## src/rtl/pipe_addsub_sv.sv

```systemverilog
// Pipelined W-bit adder/subtractor: one CW-bit chunk per stage, carry rippling
// through registers, with a single global stall (adv) driven by out_rdy.
module pipe_addsub_sv #(
  parameter int W  = 32,
  parameter int CW = 8
) (
  input  logic         clk,
  input  logic         resetn,
  input  logic         flush,
  input  logic         in_vld,
  output logic         in_rdy,
  input  logic         sub,
  input  logic [W-1:0] x_0,
  input  logic [W-1:0] x_1,
  output logic         out_vld,
  input  logic         out_rdy,
  output logic [W-1:0] result,
  output logic         c_out,
  output logic         ovf,
  output logic         busy
);

  localparam int N = (CW > 0) ? W / CW : 0;

  if ((CW < 1) || (N < 1) || ((W % ((CW > 0) ? CW : 1)) != 0)) begin : g_param_check
    $error("pipe_addsub_sv: W must be a positive multiple of CW");
  end

  // One chunk of the add; b is inverted in subtract mode, carry-in completes the negate.
  function automatic logic [CW:0] chunk_add(input logic [CW-1:0] a, input logic [CW-1:0] b,
                                            input logic inv, input logic cin);
    return {1'b0, a} + {1'b0, b ^ {CW{inv}}} + {{CW{1'b0}}, cin};
  endfunction

  logic         adv;
  logic [N-1:0] vld_p;

  assign adv     = !out_vld || out_rdy;
  assign in_rdy  = adv;
  assign out_vld = vld_p[N-1];
  assign busy    = |vld_p;

  for (genvar k = 0; k < N; k++) begin : g_stage
    // Operand bits still to be added (chunks k..N-1) and result bits done so far.
    localparam int RW = W - k * CW;

    logic [RW-1:0]         a_rem;
    logic [RW-1:0]         b_rem;
    logic [(k+1)*CW-1:0]   r_cur;
    logic                  c_in;
    logic                  s_in;
    logic                  v_in;
    logic                  vld_q;
    logic [CW:0]           sum;

    assign sum      = chunk_add(a_rem[CW-1:0], b_rem[CW-1:0], s_in, c_in);
    assign vld_p[k] = vld_q;

    if (k == 0) begin : g_src
      assign a_rem = x_0;
      assign b_rem = x_1;
      assign c_in  = sub;
      assign s_in  = sub;
      assign v_in  = in_vld;
      assign r_cur = sum[CW-1:0];
    end else begin : g_src
      assign a_rem = g_stage[k-1].g_reg.a_p;
      assign b_rem = g_stage[k-1].g_reg.b_p;
      assign c_in  = g_stage[k-1].g_reg.c_p;
      assign s_in  = g_stage[k-1].g_reg.s_p;
      assign v_in  = vld_p[k-1];
      assign r_cur = {sum[CW-1:0], g_stage[k-1].g_reg.r_p};
    end

    always_ff @(posedge clk) begin
      if (resetn || flush) begin
        vld_q <= 1'b0;
      end else if (adv) begin
        vld_q <= v_in;
      end
    end

    if (k < N - 1) begin : g_reg
      // ---- stage k -> k+1 boundary: remaining operand chunks, partial result, carry ----
      logic [RW-CW-1:0]    a_p;
      logic [RW-CW-1:0]    b_p;
      logic [(k+1)*CW-1:0] r_p;
      logic                c_p;
      logic                s_p;

      always_ff @(posedge clk) begin
        if (adv) begin
          a_p <= a_rem[RW-1:CW];
          b_p <= b_rem[RW-1:CW];
          r_p <= r_cur;
          c_p <= sum[CW];
          s_p <= s_in;
        end
      end
    end else begin : g_last
      // ---- output boundary: only real operations update the visible result ----
      always_ff @(posedge clk) begin
        if (resetn) begin
          result <= '0;
          c_out  <= 1'b0;
          ovf    <= 1'b0;
        end else if (adv && v_in && !flush) begin
          result <= r_cur;
          c_out  <= sum[CW];
          ovf    <= (a_rem[CW-1] == (b_rem[CW-1] ^ s_in)) && (sum[CW-1] != a_rem[CW-1]);
        end
      end
    end
  end

endmodule

```

## config.mk

```make
export PLATFORM = sky130hd
export DESIGN_NAME = pipe_addsub_sv
export DESIGN_NICKNAME = d
export VERILOG_FILES = /design/src/rtl/pipe_addsub_sv.sv
export SDC_FILE = /design/constraint.sdc
export NUM_CORES = 1
export LEC_CHECK = 0
export BUFFER_PORTS_ARGS = -buffer_cell sky130_fd_sc_hd__buf_2
export CAP_MARGIN = 0
export CORE_MARGIN = 2
export CORE_UTILIZATION = 26
export CTS_CLUSTER_DIAMETER = 100
export DETAILED_ROUTE_END_ITERATION = 8
export GPL_ROUTABILITY_DRIVEN = 0
export PLACE_DENSITY = 0.46
export SLEW_MARGIN = 30
export SYNTH_ARGS = -nofsm -noshare
export SYNTH_HDL_FRONTEND = slang
export SYNTH_SLANG_ARGS = --single-unit
```

## constraint.sdc

```tcl
create_clock -name clk -period 2.6 [get_ports clk]
set_input_delay 0.13 -clock clk [delete_from_list [all_inputs] [get_ports clk]]
set_output_delay 0.13 -clock clk [all_outputs]
set_load 0.02 [all_outputs]
```

==> results.json <==
{
  "drt_wl_total_mm": 13.75,
  "fp.dieH_um": 174.0,
  "layout_worst_path_cycle_share_pct": 91.66,
  "most-common-layout-cells": "150 x edfxtp_1, 106 x buf_2, 57 x nand2_1, 50 x dlygate4sd3_1, 38 x dfxtp_1",
  "antenna_cells": 0,
  "combPwrFrac_pct": 9.7,
  "regToRegEndpoint": "c_out",
  "cts-htree-levels": 4,
  "crit_chain": "xnor2_1 > fa_1 > fa_1 > and2b_1 > o31a_1 > o22ai_1 > o21a_1 > nor4_2",
  "status": "finished clean",
  "drt_iter0_markers": 139,
  "critPathMostFrequentCell": "fa_1",
  "pre_cts_ws_ns": 0.2553,
  "internal_power_mw": 5.415,
  "peakVddDrop_mv": 0.4101,
  "grt_pass1_wl_mm": 22.41,
  "synth_cell_type_count": 44,
  "synth.avg_cell_area_sq_um": 14.28,
  "path_clk_slew_ns": 0.07,
  "synth_edf_count": 150,
  "synth_flop_cell": "edfxtp_1",
  "worstMarginPinSlew_ns": 0.8613,
  "placeableCoreArea_sq_um": 28550,
  "drive_above_1_share_pct": 21.36,
  "layout_setup_ws_ns": 0.2169,
  "cp_data_required_time_ns": 2.93,
  "slowest_stage": "edfxtp_1",
  "startpoint_type": "flop",
  "holdPathEnd": "g_stage[0].g_reg.r_p[0]",
  "cts_buffer_depth": 2,
  "path_class": "flop to flop",
  "drtPass1Iterations": 5,
  "final.setup.tns_ns": 0,
  "cp.arrival_ns": 2.71,
  "hold_depth": 2,
  "hold_class": "input port to flop",
  "cap_violations": 0,
  "cts_tree": "done",
  "reg2regPathDepth": 8,
  "numPortBuffers": 106,
  "final_common_cell": "edfxtp_1",
  "grt_start_max_net_pins": 92,
  "areaGrowthSynthToFinish_pct": 28.00,
  "synth_top_area_share_pct": 59.97,
  "ys_warn_count": 0,
  "ys_ff_latch": 188,
  "p_per_area_nw_per_um2": 724.5,
  "clk_latency_ns": 0.42,
  "relSlewSlack_pct": 42.58,
  "wire_per_inst_um": 12.60,
  "cts_buffers": 17,
  "hpwl_mm": 9.349,
  "ys_top_cells_by_area": "edfxtp_1 60%, dfxtp_1 10%, ha_1 4.7%, xor2_1 4.3%, nand2_1 2.8%",
  "clock.fmax_ghz": 0.4196,
  "synth_fp_nets": 631,
  "synth.cell_area_sq_um": 7511,
  "min-delay-start": "x_0[0]",
  "fin_util_pct": 33.68,
  "hold_viol": 0,
  "fin_skew_ns": 0.01064,
  "io_pins": 107,
  "cp_max_fo": 3,
  "swShare_pct": 22.26,
  "seqPwrFrac_pct": 53.7,
  "grtUsageTotal_pct": 9.424,
  "nets": 799,
  "initial_core_util_pct": 26.31,
  "ys_seq_area_share_pct": 70.10,
  "syn_inst": 526,
  "clock_sinks": 188,
  "rsz0062_at_grt": "no",
  "leakagePower_nw": 3.847,
  "timing.rr.start": "g_stage[2].g_reg.s_p",
  "p_switching_mw": 1.550,
  "endpoint_kind": "flop",
  "root_buffer": "clkbuf_16",
  "rows": 62,
  "rrSetupSlack_ns": 0.22,
  "via_count": 4474,
  "ys_async_sr_fraction_pct": 0,
  "antenna_left": 0,
  "cpPeakStageDelay_ns": 0.41,
  "remaining_drc_errors": 0,
  "die_x_um": 174.0,
  "slew_violations": 0,
  "dieArea_sq_um": 30260,
  "hold_ws_ns": 0.04337,
  "synth_top_cell_by_area": "edfxtp_1",
  "grt_pass1_vias": 4525,
  "setup_viol": 0,
  "final_area_sq_um": 9614,
  "grt-ovfl-total": 0,
  "min_period_ns": 2.383,
  "antenna_found_initial": 0,
  "placed_area_sq_um": 8534,
  "avgViaCountPerCell": 4.101,
  "clkPwrFrac_pct": 36.6
}
==> state kept, by name (all words and copies together), names as in the netlist <==
register           cells
g_stage.g_reg.s_p      3
g_stage.g_reg.r_p     48
g_stage.g_reg.b_p     48
g_stage.g_reg.a_p     48
result                32
g_stage.g_reg.c_p      3
g_stage.vld_q          3
out_vld                1
ovf                    1
c_out                  1
==> area by class of cell <==
type | count | area (sq um)
clock buffers | 19 | 432.9
clock inverters | 13 | 140.1
repair buffers | 166 | 1119
multi-input cells | 296 | 2083
well taps | 384 | 480.5
flip-flops and latches | 188 | 5265
fillers | 2863 | 18930
inverters | 25 | 93.84
==> repair_timing <==
action                                  in CTS  in global routing
endpoints found under the setup margin       0                  1
hold endpoints to repair                    52                  0
resized for setup                            0                  1
hold buffers                                50                  0
buffers inserted                             0                  0
==> worst max-delay path, delay by kind of cell, from the launching register on <==
family / cells / cell delay [ns]
simple gates: 2 / 0.45
compound gates: 3 / 0.49
fa+ha+maj: 2 / 0.80
flops: 1 / 0.41
xor+xnor: 1 / 0.16
==> cells in the mapped netlist (15+ instances only) <==
cell type,count
edfxtp_1,150
nand2_1,57
dfxtp_1,38
xor2_1,37
a21oi_1,36
ha_1,28
nor2_1,26
inv_1,25
nor3_1,17
xnor2_1,15
==> metal layers <==
metal | global-route usage, % | up-vias | share of wire (%)
met5 | 0 | - | 0
met2 | 15.94 | 103 | 48
met1 | 11.06 | 2134 | 45
met4 | 2.731 | 0 | 0.93
li1 | - | 2225 | -
met3 | 3.762 | 12 | 6.2
==> power groups by stage <==
stage / Combinational (mW) / Sequential, mW / Clock, mW
CTS: 0.688 / 3.74 / 2.65
finish: 0.679 / 3.74 / 2.55
floorplan: 0.461 / 3.77 / 0
global route: 0.767 / 3.77 / 2.77
global placement: 0.606 / 3.80 / 0
detailed placement: 0.625 / 3.81 / 0
==> through the flow <==
stage          total power [mW]  instances
2_1_floorplan             4.234        526
3_3_place_gp              4.410       1009
3_5_place_dp              4.436       1009
4_1_cts                   7.086       1091
5_1_grt                   7.314       1091
6_report                  6.966       1091
==> cell families (layout without fill, tap and decap cells) <==
| kind of cell | after synthesis | after routing | synth area share, % |
|---|---|---|---|
| flip-flops | 188 | 188 | 70.10 |
| AND/OR/NAND/NOR | 136 | 136 | 8.496 |
| AO/OA/AOI/OAI | 69 | 69 | 5.797 |
| XOR/XNOR | 52 | 52 | 6.064 |
| buffers and inverters | 42 | 223 | 2.432 |
| adder cells (fa/ha/maj) | 35 | 35 | 6.530 |
| multiplexers | 4 | 4 | 0.5830 |
==> how the worst max path moves through the flow <==
stage	from	to	cells after the start
4_1_cts	g_stage[2].g_reg.s_p	c_out	8
6_report	g_stage[2].g_reg.s_p	c_out	8
3_5_place_dp	g_stage[2].g_reg.s_p	c_out	8
5_1_grt	g_stage[2].g_reg.s_p	c_out	8
3_3_place_gp	g_stage[2].g_reg.s_p	c_out	8
2_1_floorplan	out_vld	result[30]	7
(Power assumes the default switching activity.)
